===== config.mk =====
export PLATFORM = sky130hd
export DESIGN_NAME = seg_scan_driver
export DESIGN_NICKNAME = d
export VERILOG_FILES = /design/src/rtl/seg_pkg.sv /design/src/rtl/seg_bin2bcd_seq.sv /design/src/rtl/seg_scan_driver.sv
export SDC_FILE = /design/constraint.sdc
export NUM_CORES = 1
export LEC_CHECK = 0
export BUFFER_PORTS_ARGS = -buffer_cell sky130_fd_sc_hd__buf_2
export CAP_MARGIN = 20
export CORE_UTILIZATION = 60
export CTS_BUF_LIST = sky130_fd_sc_hd__clkbuf_16
export DETAILED_ROUTE_END_ITERATION = 10
export GPL_ROUTABILITY_DRIVEN = 1
export HOLD_SLACK_MARGIN = 0.12
export PLACE_DENSITY = 0.9
export SETUP_SLACK_MARGIN = 0.15
export SYNTH_ARGS = -nofsm -noshare
export SYNTH_HDL_FRONTEND = slang
export SYNTH_SLANG_ARGS = --single-unit

===== constraint.sdc =====
create_clock -name clk -period 5.24 [get_ports clk]
set_input_delay 0.786 -clock clk [delete_from_list [all_inputs] [get_ports clk]]
set_output_delay 0.786 -clock clk [all_outputs]
set_load 0.005 [all_outputs]

===== src/rtl/seg_pkg.sv =====
// Shared types and constants for the multiplexed seven-segment driver.
package seg_pkg;

  // Converter FSM states.
  typedef enum logic [1:0] {
    ST_IDLE   = 2'd0,
    ST_SHIFT  = 2'd1,
    ST_COMMIT = 2'd2
  } conv_state_t;

  // Active-low segment patterns, bit order g..a (bit 6 = g, bit 0 = a).
  localparam logic [6:0] SEG_0     = 7'h40;
  localparam logic [6:0] SEG_1     = 7'h79;
  localparam logic [6:0] SEG_2     = 7'h24;
  localparam logic [6:0] SEG_3     = 7'h30;
  localparam logic [6:0] SEG_4     = 7'h19;
  localparam logic [6:0] SEG_5     = 7'h12;
  localparam logic [6:0] SEG_6     = 7'h02;
  localparam logic [6:0] SEG_7     = 7'h78;
  localparam logic [6:0] SEG_8     = 7'h00;
  localparam logic [6:0] SEG_9     = 7'h10;
  localparam logic [6:0] SEG_BLANK = 7'h7F;
  localparam logic [6:0] SEG_DASH  = 7'h3F;

  // Position of the decimal point inside the 8-bit cathode bus.
  localparam int SEG_DP_BIT = 7;

  // BCD digit to active-low segment pattern; non-decimal codes go dark.
  function automatic logic [6:0] seg_encode(input logic [3:0] digit);
    logic [6:0] seg;
    case (digit)
      4'd0:    seg = SEG_0;
      4'd1:    seg = SEG_1;
      4'd2:    seg = SEG_2;
      4'd3:    seg = SEG_3;
      4'd4:    seg = SEG_4;
      4'd5:    seg = SEG_5;
      4'd6:    seg = SEG_6;
      4'd7:    seg = SEG_7;
      4'd8:    seg = SEG_8;
      4'd9:    seg = SEG_9;
      default: seg = SEG_BLANK;
    endcase
    return seg;
  endfunction

endpackage


===== src/rtl/seg_bin2bcd_seq.sv =====
// Sequential binary-to-BCD converter (double dabble, one bit per cycle).
//
// Handshake: load_i is a single-cycle request that is accepted only in
// ST_IDLE; there is no ready/queue, so a request in ST_SHIFT or ST_COMMIT is
// dropped. done_o is high for exactly the one ST_COMMIT cycle, during which
// bcd_o/overflow_o hold the finished result for the consumer to capture.
module seg_bin2bcd_seq
  import seg_pkg::*;
#(
  parameter int DATA_W   = 16,
  parameter int N_DIGITS = 5
) (
  input  logic                  clk,
  input  logic                  rst_n,
  input  logic [DATA_W-1:0]     value_i,
  input  logic                  load_i,
  output logic [4*N_DIGITS-1:0] bcd_o,
  output logic                  overflow_o,
  output logic                  done_o,
  output conv_state_t           state_o
);

  localparam int BCD_W = 4 * N_DIGITS;
  localparam int CNT_W = $clog2(DATA_W);
  localparam logic [CNT_W-1:0] CNT_LAST = CNT_W'(DATA_W - 1);

  conv_state_t       state_q;
  conv_state_t       state_d;
  logic [DATA_W-1:0] bin_q;
  logic [BCD_W-1:0]  bcd_q;
  logic [BCD_W-1:0]  bcd_adj;
  logic              ovf_q;
  logic [CNT_W-1:0]  cnt_q;

  // State register.
  always_ff @(posedge clk or negedge rst_n) begin
    if (!rst_n) begin
      state_q <= ST_IDLE;
    end else begin
      state_q <= state_d;
    end
  end

  // Next-state: IDLE -> SHIFT on load, SHIFT for DATA_W steps, one COMMIT cycle.
  always_comb begin
    state_d = state_q;
    case (state_q)
      ST_IDLE:   if (load_i) state_d = ST_SHIFT;
      ST_SHIFT:  if (cnt_q == CNT_LAST) state_d = ST_COMMIT;
      ST_COMMIT: state_d = ST_IDLE;
      default:   state_d = ST_IDLE;
    endcase
  end

  // Add-3 correction for every BCD digit that is 5 or more before the shift.
  always_comb begin
    bcd_adj = bcd_q;
    for (int k = 0; k < N_DIGITS; k++) begin
      if (bcd_q[4*k +: 4] >= 4'd5) begin
        bcd_adj[4*k +: 4] = bcd_q[4*k +: 4] + 4'd3;
      end
    end
  end

  // Datapath: capture on accept, then shift MSB-first into the BCD register.
  // A 1 leaving the top digit means the value needs more digits than we
  // have, so it is folded into a sticky overflow flag.
  always_ff @(posedge clk or negedge rst_n) begin
    if (!rst_n) begin
      bin_q <= '0;
      bcd_q <= '0;
      ovf_q <= 1'b0;
      cnt_q <= '0;
    end else begin
      case (state_q)
        ST_IDLE: begin
          if (load_i) begin
            bin_q <= value_i;
            bcd_q <= '0;
            ovf_q <= 1'b0;
            cnt_q <= '0;
          end
        end
        ST_SHIFT: begin
          bcd_q <= {bcd_adj[BCD_W-2:0], bin_q[DATA_W-1]};
          bin_q <= {bin_q[DATA_W-2:0], 1'b0};
          ovf_q <= ovf_q | bcd_adj[BCD_W-1];
          cnt_q <= cnt_q + CNT_W'(1);
        end
        default: begin
        end
      endcase
    end
  end

  assign bcd_o      = bcd_q;
  assign overflow_o = ovf_q;
  assign done_o     = (state_q == ST_COMMIT);
  assign state_o    = state_q;

endmodule


===== src/rtl/seg_scan_driver.sv =====
// Multiplexed seven-segment driver: converts a binary value to decimal and
// scans it across N_DIGITS common-anode digits with active-low drive.
module seg_scan_driver
  import seg_pkg::*;
#(
  parameter int DATA_W      = 16,
  parameter int N_DIGITS    = 5,
  parameter int REFRESH_DIV = 36864,
  parameter int BLANK_LZ    = 1
) (
  input  logic                clk,
  input  logic                rst_n,
  input  logic [DATA_W-1:0]   value_i,
  input  logic                load_i,
  input  logic [N_DIGITS-1:0] dp_i,
  output logic                busy_o,
  output logic                overflow_o,
  output logic [N_DIGITS-1:0] anode_o,
  output logic [7:0]          cathode_o
);

  localparam int BCD_W = 4 * N_DIGITS;
  localparam int RC_W  = (REFRESH_DIV > 1) ? $clog2(REFRESH_DIV) : 1;
  localparam int IDX_W = (N_DIGITS > 1) ? $clog2(N_DIGITS) : 1;
  localparam logic [RC_W-1:0]  RC_LAST  = RC_W'(REFRESH_DIV - 1);
  localparam logic [IDX_W-1:0] IDX_LAST = IDX_W'(N_DIGITS - 1);

  logic [BCD_W-1:0]    conv_bcd;
  logic                conv_ovf;
  logic                conv_done;
  conv_state_t         conv_state;

  logic [BCD_W-1:0]    disp_bcd;
  logic                disp_ovf;
  logic [RC_W-1:0]     refresh_cnt;
  logic [IDX_W-1:0]    digit_idx;

  logic [3:0]          cur_digit;
  logic                upper_zero;
  logic                dp_next;
  logic [6:0]          seg_next;
  logic [N_DIGITS-1:0] anode_next;

  seg_bin2bcd_seq #(
    .DATA_W   (DATA_W),
    .N_DIGITS (N_DIGITS)
  ) u_conv (
    .clk        (clk),
    .rst_n      (rst_n),
    .value_i    (value_i),
    .load_i     (load_i),
    .bcd_o      (conv_bcd),
    .overflow_o (conv_ovf),
    .done_o     (conv_done),
    .state_o    (conv_state)
  );

  // busy covers exactly the shift phase; the commit cycle already reads as idle.
  assign busy_o = (conv_state == ST_SHIFT);

  // Display register: digits and overflow flag are replaced together on commit.
  always_ff @(posedge clk or negedge rst_n) begin
    if (!rst_n) begin
      disp_bcd <= '0;
      disp_ovf <= 1'b0;
    end else if (conv_done) begin
      disp_bcd <= conv_bcd;
      disp_ovf <= conv_ovf;
    end
  end

  assign overflow_o = disp_ovf;

  // Refresh divider and digit index; the index steps once per divider wrap.
  always_ff @(posedge clk or negedge rst_n) begin
    if (!rst_n) begin
      refresh_cnt <= '0;
      digit_idx   <= '0;
    end else if (refresh_cnt == RC_LAST) begin
      refresh_cnt <= '0;
      digit_idx   <= (digit_idx == IDX_LAST) ? '0 : digit_idx + IDX_W'(1);
    end else begin
      refresh_cnt <= refresh_cnt + RC_W'(1);
    end
  end

  // Select the active digit, its dp bit, and whether it and everything above is zero.
  always_comb begin
    cur_digit  = 4'd0;
    dp_next    = 1'b0;
    upper_zero = 1'b1;
    for (int k = 0; k < N_DIGITS; k++) begin
      if (digit_idx == IDX_W'(k)) begin
        cur_digit = disp_bcd[4*k +: 4];
        dp_next   = dp_i[k];
      end
      if ((IDX_W'(k) >= digit_idx) && (disp_bcd[4*k +: 4] != 4'd0)) begin
        upper_zero = 1'b0;
      end
    end
  end

  // Segment pattern: overflow dash wins, then leading-zero blank, then the digit.
  always_comb begin
    seg_next = seg_encode(cur_digit);
    if (disp_ovf) begin
      seg_next = SEG_DASH;
    end else if ((BLANK_LZ != 0) && (digit_idx != '0) && upper_zero) begin
      seg_next = SEG_BLANK;
    end
    anode_next = ~(N_DIGITS'(1) << digit_idx);
  end

  // Registered pin drivers so no input reaches the pins combinationally.
  always_ff @(posedge clk or negedge rst_n) begin
    if (!rst_n) begin
      anode_o   <= '1;
      cathode_o <= 8'hFF;
    end else begin
      anode_o                <= anode_next;
      cathode_o[SEG_DP_BIT]  <= ~dp_next;
      cathode_o[6:0]         <= seg_next;
    end
  end

endmodule

# Word-level counts from Yosys, hierarchy flattened
# Memory sizes are Yosys's and may differ from the RTL's.
# Index checks and enable logic that the tools add are counted.
[classes]
n_addsub = 8
n_lt_le_gt_ge = 10
eq_ne = 10
n_shift = 1
n_mux = 35
bitwise_logic = 3
n_reduce_logical = 17
[op_table]
columns = ["cell", "count"]
rows = [
  ["$mux 4", 11],
  ["$pmux 20 s2", 1],
  ["$mux 16", 2],
  ["$pmux 16 s2", 1],
  ["$add 4x2->4 const B", 5],
  ["$ge 4x3->1 const B", 5],
  ["$mux 20", 1],
  ["$reduce_bool 4->1", 5],
  ["$add 16x1->16 const B", 1],
  ["$eq 16x16->1 const B", 1],
  ["$mux 7", 2],
  ["$mux 1", 11],
  ["$pmux 4 s2", 1],
  ["$eq 3x2->1 const B", 2],
  ["$ge 1x3->1 const A", 2],
  ["$ge 2x3->1 const A", 2],
  ["$logic_and 1x1->1", 6],
  ["$not 5->5", 1],
  ["$shl 1x3->5 const A", 1],
  ["$add 4x1->4 const B", 1],
  ["$eq 4x4->1 const B", 1],
  ["$mux 2", 2],
  ["$pmux 2 s2", 1],
  ["$reduce_and 2->1", 2],
  ["other kinds (16)", 16],
]
[totals]
reg_bits = 96
rom_bits = 112
out_inout_bits = 15
wordCells = 96
mem_count = 1
[memory_table]
columns = ["memory", "depth", "width", "read_ports", "rd_ports_with_merged_regs", "wr", "line_no", "text"]
rows = [
  ["(no name shown)", 16, 7, 1, 0, 0, "seg_pkg.sv:31", "case (digit)"],
]

# Depth between registers and ports, before layout
[depth]
depth_word = 10
mapped_depth = 10

# By module
# From an unflattened synthesis, not the netlist that was laid out.
[hier_totals]
cells_unflattened = 472
hier_area_um2 = 4828.4
[by_module_without_submodules]
columns = ["mod", "instances", "cells_each", "area_each_um2", "seq_area_each_um2"]
rows = [
  ["seg_scan_driver", 1, 228, 2558.7, 1342.5],
  ["seg_bin2bcd_seq", 1, 244, 2269.7, 1076.0],
]

# Worst setup path after synthesis
# No wires, ideal clock.
[synth_timing]
kind = "flip-flop to flip-flop"
from = "reg digit_idx[0]"
to = "reg cathode_o[3]"
t_arrival_ps = 2141
t_required_ps = 5142
setup_slack_ps = 3001
stages_incl_launch_ff = 10
synth_period_minus_slack_ps = 2239
path_cell_list = "dfrtp_1 -> buf_6 -> inv_1 -> ha_1 -> or3b_1 -> a211oi_1 -> a211o_1 -> buf_4 -> ha_1 -> o311ai_1"
[synth_via]
elab_chain_len = 10
word_cells_on_any_way = 30
cone_classes = "5 x order compare; 4 x eq/ne; 12 x mux; 8 x reduce/logical; 1 x memory"
[synth_lines]
columns = ["item", "line_no", "text"]
rows = [
  ["from (decl)", "seg_scan_driver.sv:36", "logic [IDX_W-1:0] digit_idx;"],
  ["from (signal assigned)", "seg_scan_driver.sv:81", "digit_idx <= (digit_idx == IDX_LAST) ? '0 : digit_idx + IDX_W'(1);"],
  ["parallel branches: the longest is 8 deep, another holds $mem_v2 16x7", "n/a", ""],
  ["$mux 7 *", "seg_scan_driver.sv:108", "end else if ((BLANK_LZ != 0) && (digit_idx != '0) && upper_zero) begin"],
  ["$mux 7 *", "seg_scan_driver.sv:106", "if (disp_ovf) begin"],
  ["net seg_next[3]", "seg_scan_driver.sv:41", "logic [6:0] seg_next;"],
  ["to (signal, indexed assignment)", "seg_scan_driver.sv:121", "cathode_o[SEG_DP_BIT] <= ~dp_next;"],
  ["to (signal assigned)", "seg_scan_driver.sv:122", "cathode_o[6:0] <= seg_next;"],
  ["to (decl)", "seg_scan_driver.sv:19", "output logic [7:0] cathode_o"],
]
# Mark *: on every way through the listed nets, which the timed path passes.
# A chain may end at the register's enable or synchronous reset.

# Final worst setup path
# Ends and elaborated chain as after synthesis.

==> results.yml <==
run_status:
  outcome: "completed"
power:
  p_int_mw: 1.632
  power.total_mw: 2.533
  power_frac_comb: 0.300
  power_frac_clock: 0.259
  leakagePower_nw: 2.350
  power_frac_seq: 0.441
  power.density_nw_per_um2: 484.3
  swShare: 0.3558
  max-vdd-ir-drop_v: 0.0003132
  p_switching_mw: 0.9011
sta:
  setup_viol: 0
  clock-skew-final_ps: 4.075
  timing.fmax_mhz: 355.7
  hold_viol_final: 0
  setup_tns_ps: 0
  fin_crit_ps: 2811
  slew_viol_final: 0
  tightest_slew_ps: 1063
  maxSlewHeadroom: 0.2890
  rsz0062_at_grt: "false"
  period_share: 0.5365
place:
  dp_hpwl_um: 6331
  io_buffers: 38
  gp_congestion: 1.012
  placed_area_sq_um: 4906
critical_path:
  crit_chain: "inv_1 > ha_1 > or3b_1 > a211oi_1 > a211o_1 > ha_1 > o311ai_1"
  cpPeakStageDelay_ps: 520
  slowest_stage: "dfrtp_1"
  cp_max_fo: 13
  cp.required_ps: 5480
  cpMostUsedCell: "ha_1"
  worstPathArrival_ps: 3050
  worstSetupEndpointType: "flip-flop"
  reg2reg_slack_ps: 2430
  start_kind: "flip-flop"
  reg2reg_depth: 7
  reg2reg_to: "cathode_o[3]$_DFF_PN1_"
  crit_type: "reg -> reg"
  timing.rr.start: "digit_idx[0]$_DFFE_PN0N_"
synth:
  synth_top_area_frac: 0.4447
  yosysUniqueCellTypes: 52
  synth_area_leaders: "dfrtp_1 44%, dfstp_2 7.3%, nand2_1 5.9%"
  synthFlopType: "dfrtp_1"
  syn_area_per_cell_sq_um: 10.07
  yosys_warnings: 0
  synth_top_cell_by_area: "dfrtp_1"
  synth-seq-cells: 96
  synth_edf_count: 0
  seq_area_frac_synth: 0.5178
  synthCells: 464
  yosysMostFrequentCell: "dfrtp_1"
  synth_common_cells: "83 x dfrtp_1, 74 x nand2_1, 40 x o21ai_0, 28 x nor2_1, 24 x nand3_1"
  syn-num-nets: 506
  synth_area_sq_um: 4671
  ys_async_sr_fraction: 1.000
clocking:
  clk_pin_slew_ps: 70
  clock_latency_ps: 340
  max-clock-path-buffers: 2
  cts_buffers: 9
  cts_sinks: 96
  cts-root-buf: "clkbuf_16"
  cts_resized: 0
  cts_tree: "done"
  cts-htree-levels: 3
  cts_setup_buffers: 0
  postCtsHoldBufs: 0
floorplanning:
  start_util: 0.6338
  core-area_sq_um: 7370
  row_count: 31
  die_area_sq_um: 8141
  io_pins: 39
  die_w_um: 90.23
  die_h_um: 90.23
drt:
  drc_errors: 0
  post_drt_wl_per_cell_um: 15.94
  wl_um: 9563
  drtIter0Drc: 161
  routed_via_density: 5.903
  first_pass_iters: 4
  vias: 3542
  antenna_left: 0
job:
  drv_cap: 0
grt:
  grt_pass1_vias: 3445
  overflow: 0
  grt_pass1_wl_um: 16280
  grt_max_degree: 55
  grt_usage: 0.2547
  antenna_found_initial: 0
final_layout:
  fin_area_sq_um: 5230
  diodes: 0
  fin_nets: 538
  multi_input_area_sq_um: 2077
  fillers: 531
  register_area_sq_um: 2419
  drive_gt1_frac: 0.1876
  syn_to_final_growth_pct: 11.97
min_path:
  hold_class: "in -> async"
logic make-up after synthesis:
kind of cell / synth area share
compound gates: 0.1508
xor+xnor: 0.04688
fa+ha+maj: 0.04822
buf+inv: 0.03750
flops: 0.5178
mux: 0.02866
simple gates: 0.1701
per-layer routing:
layer / vias to the layer above / wire length (um) / global-route usage / part of all wire
met5: - / 0 / 0 / 0
met4: 0 / 245 / 0.1196 / 0.026
met3: 24 / 402 / 0.03892 / 0.042
met2: 110 / 4707 / 0.4237 / 0.49
met1: 1718 / 4208 / 0.3286 / 0.44
li1: 1690 / - / - / -
worst max-delay path by stage:
stage	endpoint	startpoint	cells after the start	slack, ps
after floorplan	cathode_o[3]$_DFF_PN1_	digit_idx[0]$_DFFE_PN0N_	9	3000
after global placement	cathode_o[3]$_DFF_PN1_	digit_idx[0]$_DFFE_PN0N_	7	2660
after detailed placement	cathode_o[3]$_DFF_PN1_	digit_idx[0]$_DFFE_PN0N_	7	2500
after CTS	cathode_o[3]$_DFF_PN1_	digit_idx[0]$_DFFE_PN0N_	7	2480
after global routing	cathode_o[3]$_DFF_PN1_	digit_idx[0]$_DFFE_PN0N_	7	2240
final	cathode_o[3]$_DFF_PN1_	digit_idx[0]$_DFFE_PN0N_	7	2430
area by class of cell:
| cell class | count | share of cell area |
|---|---|---|
| Sequential cell | 96 | 0.4624 |
| Multi-Input combinational cell | 327 | 0.3971 |
| Clock buffer | 9 | 0.04306 |
| Tap cell | 99 | 0.02368 |
| Timing Repair Buffer | 41 | 0.04498 |
| Inverter | 21 | 0.01507 |
| Clock inverter | 7 | 0.01364 |
registers in the layout, summed over array words and instances, names as in the netlist, 2 cells and up:
name	flops
u_conv.cnt_q	4
refresh_cnt	16
anode_o	5
u_conv.bcd_o	20
cathode_o	8
digit_idx	3
disp_bcd	20
u_conv.state_o	2
u_conv.bin_q	16
worst max-delay path: cells and delay by family, from the launching register on:
family,cells,cell delay [ps]
fa+ha+maj,2,690
compound gates,3,890
flops,1,520
buf+inv,1,190
simple gates,1,410
power groups by stage:
stage | logic, mW | clock network [mW] | registers (mW)
finish | 0.761 | 0.655 | 1.12
CTS | 0.760 | 0.666 | 1.11
global placement | 0.695 | 0 | 1.11
floorplan | 0.586 | 0 | 1.07
detailed placement | 0.745 | 0 | 1.12
global route | 0.859 | 0.693 | 1.14
through the flow:
step | setup WS (ps) | utilization | hold WS (ps) | instances
after floorplan | 3001 | - | 436.1 | 464
after global placement | 2662 | 0.6657 | 454.4 | 583
after detailed placement | 2505 | 0.6657 | 460.0 | 583
after CTS | 2476 | 0.7059 | 445.5 | 599
after global routing | 2238 | 0.7097 | 472.6 | 600
final | 2429 | 0.7097 | 430.6 | 600
cell usage in the layout, fill, tap and decap left out, types with 2 or more instances in the layout:
cell,Yosys,final
dfrtp_1,83,83
nand2_1,74,74
o21ai_0,40,40
buf_2,2,37
nor2_1,28,28
nand3_1,24,24
inv_1,19,20
ha_1,18,18
a22oi_1,16,16
a21oi_1,14,14
xnor2_1,14,14
dfstp_2,13,13
nand2b_1,11,11
xor2_1,11,11
mux2_2,11,11
clkbuf_16,0,9
o31ai_1,8,8
a32o_1,6,6
nor4_1,6,6
o32ai_1,5,5
nand4_1,4,4
and2_1,3,3
nor2b_1,3,3
nor3_1,3,3
buf_4,1,3
inv_2,2,2
and3_1,2,2
a211o_1,2,2
nor2_2,2,2
nand4b_1,2,2
inv_6,0,2
clkinvlp_4,0,2
Note: power is estimated with default switching activity, not from simulation.
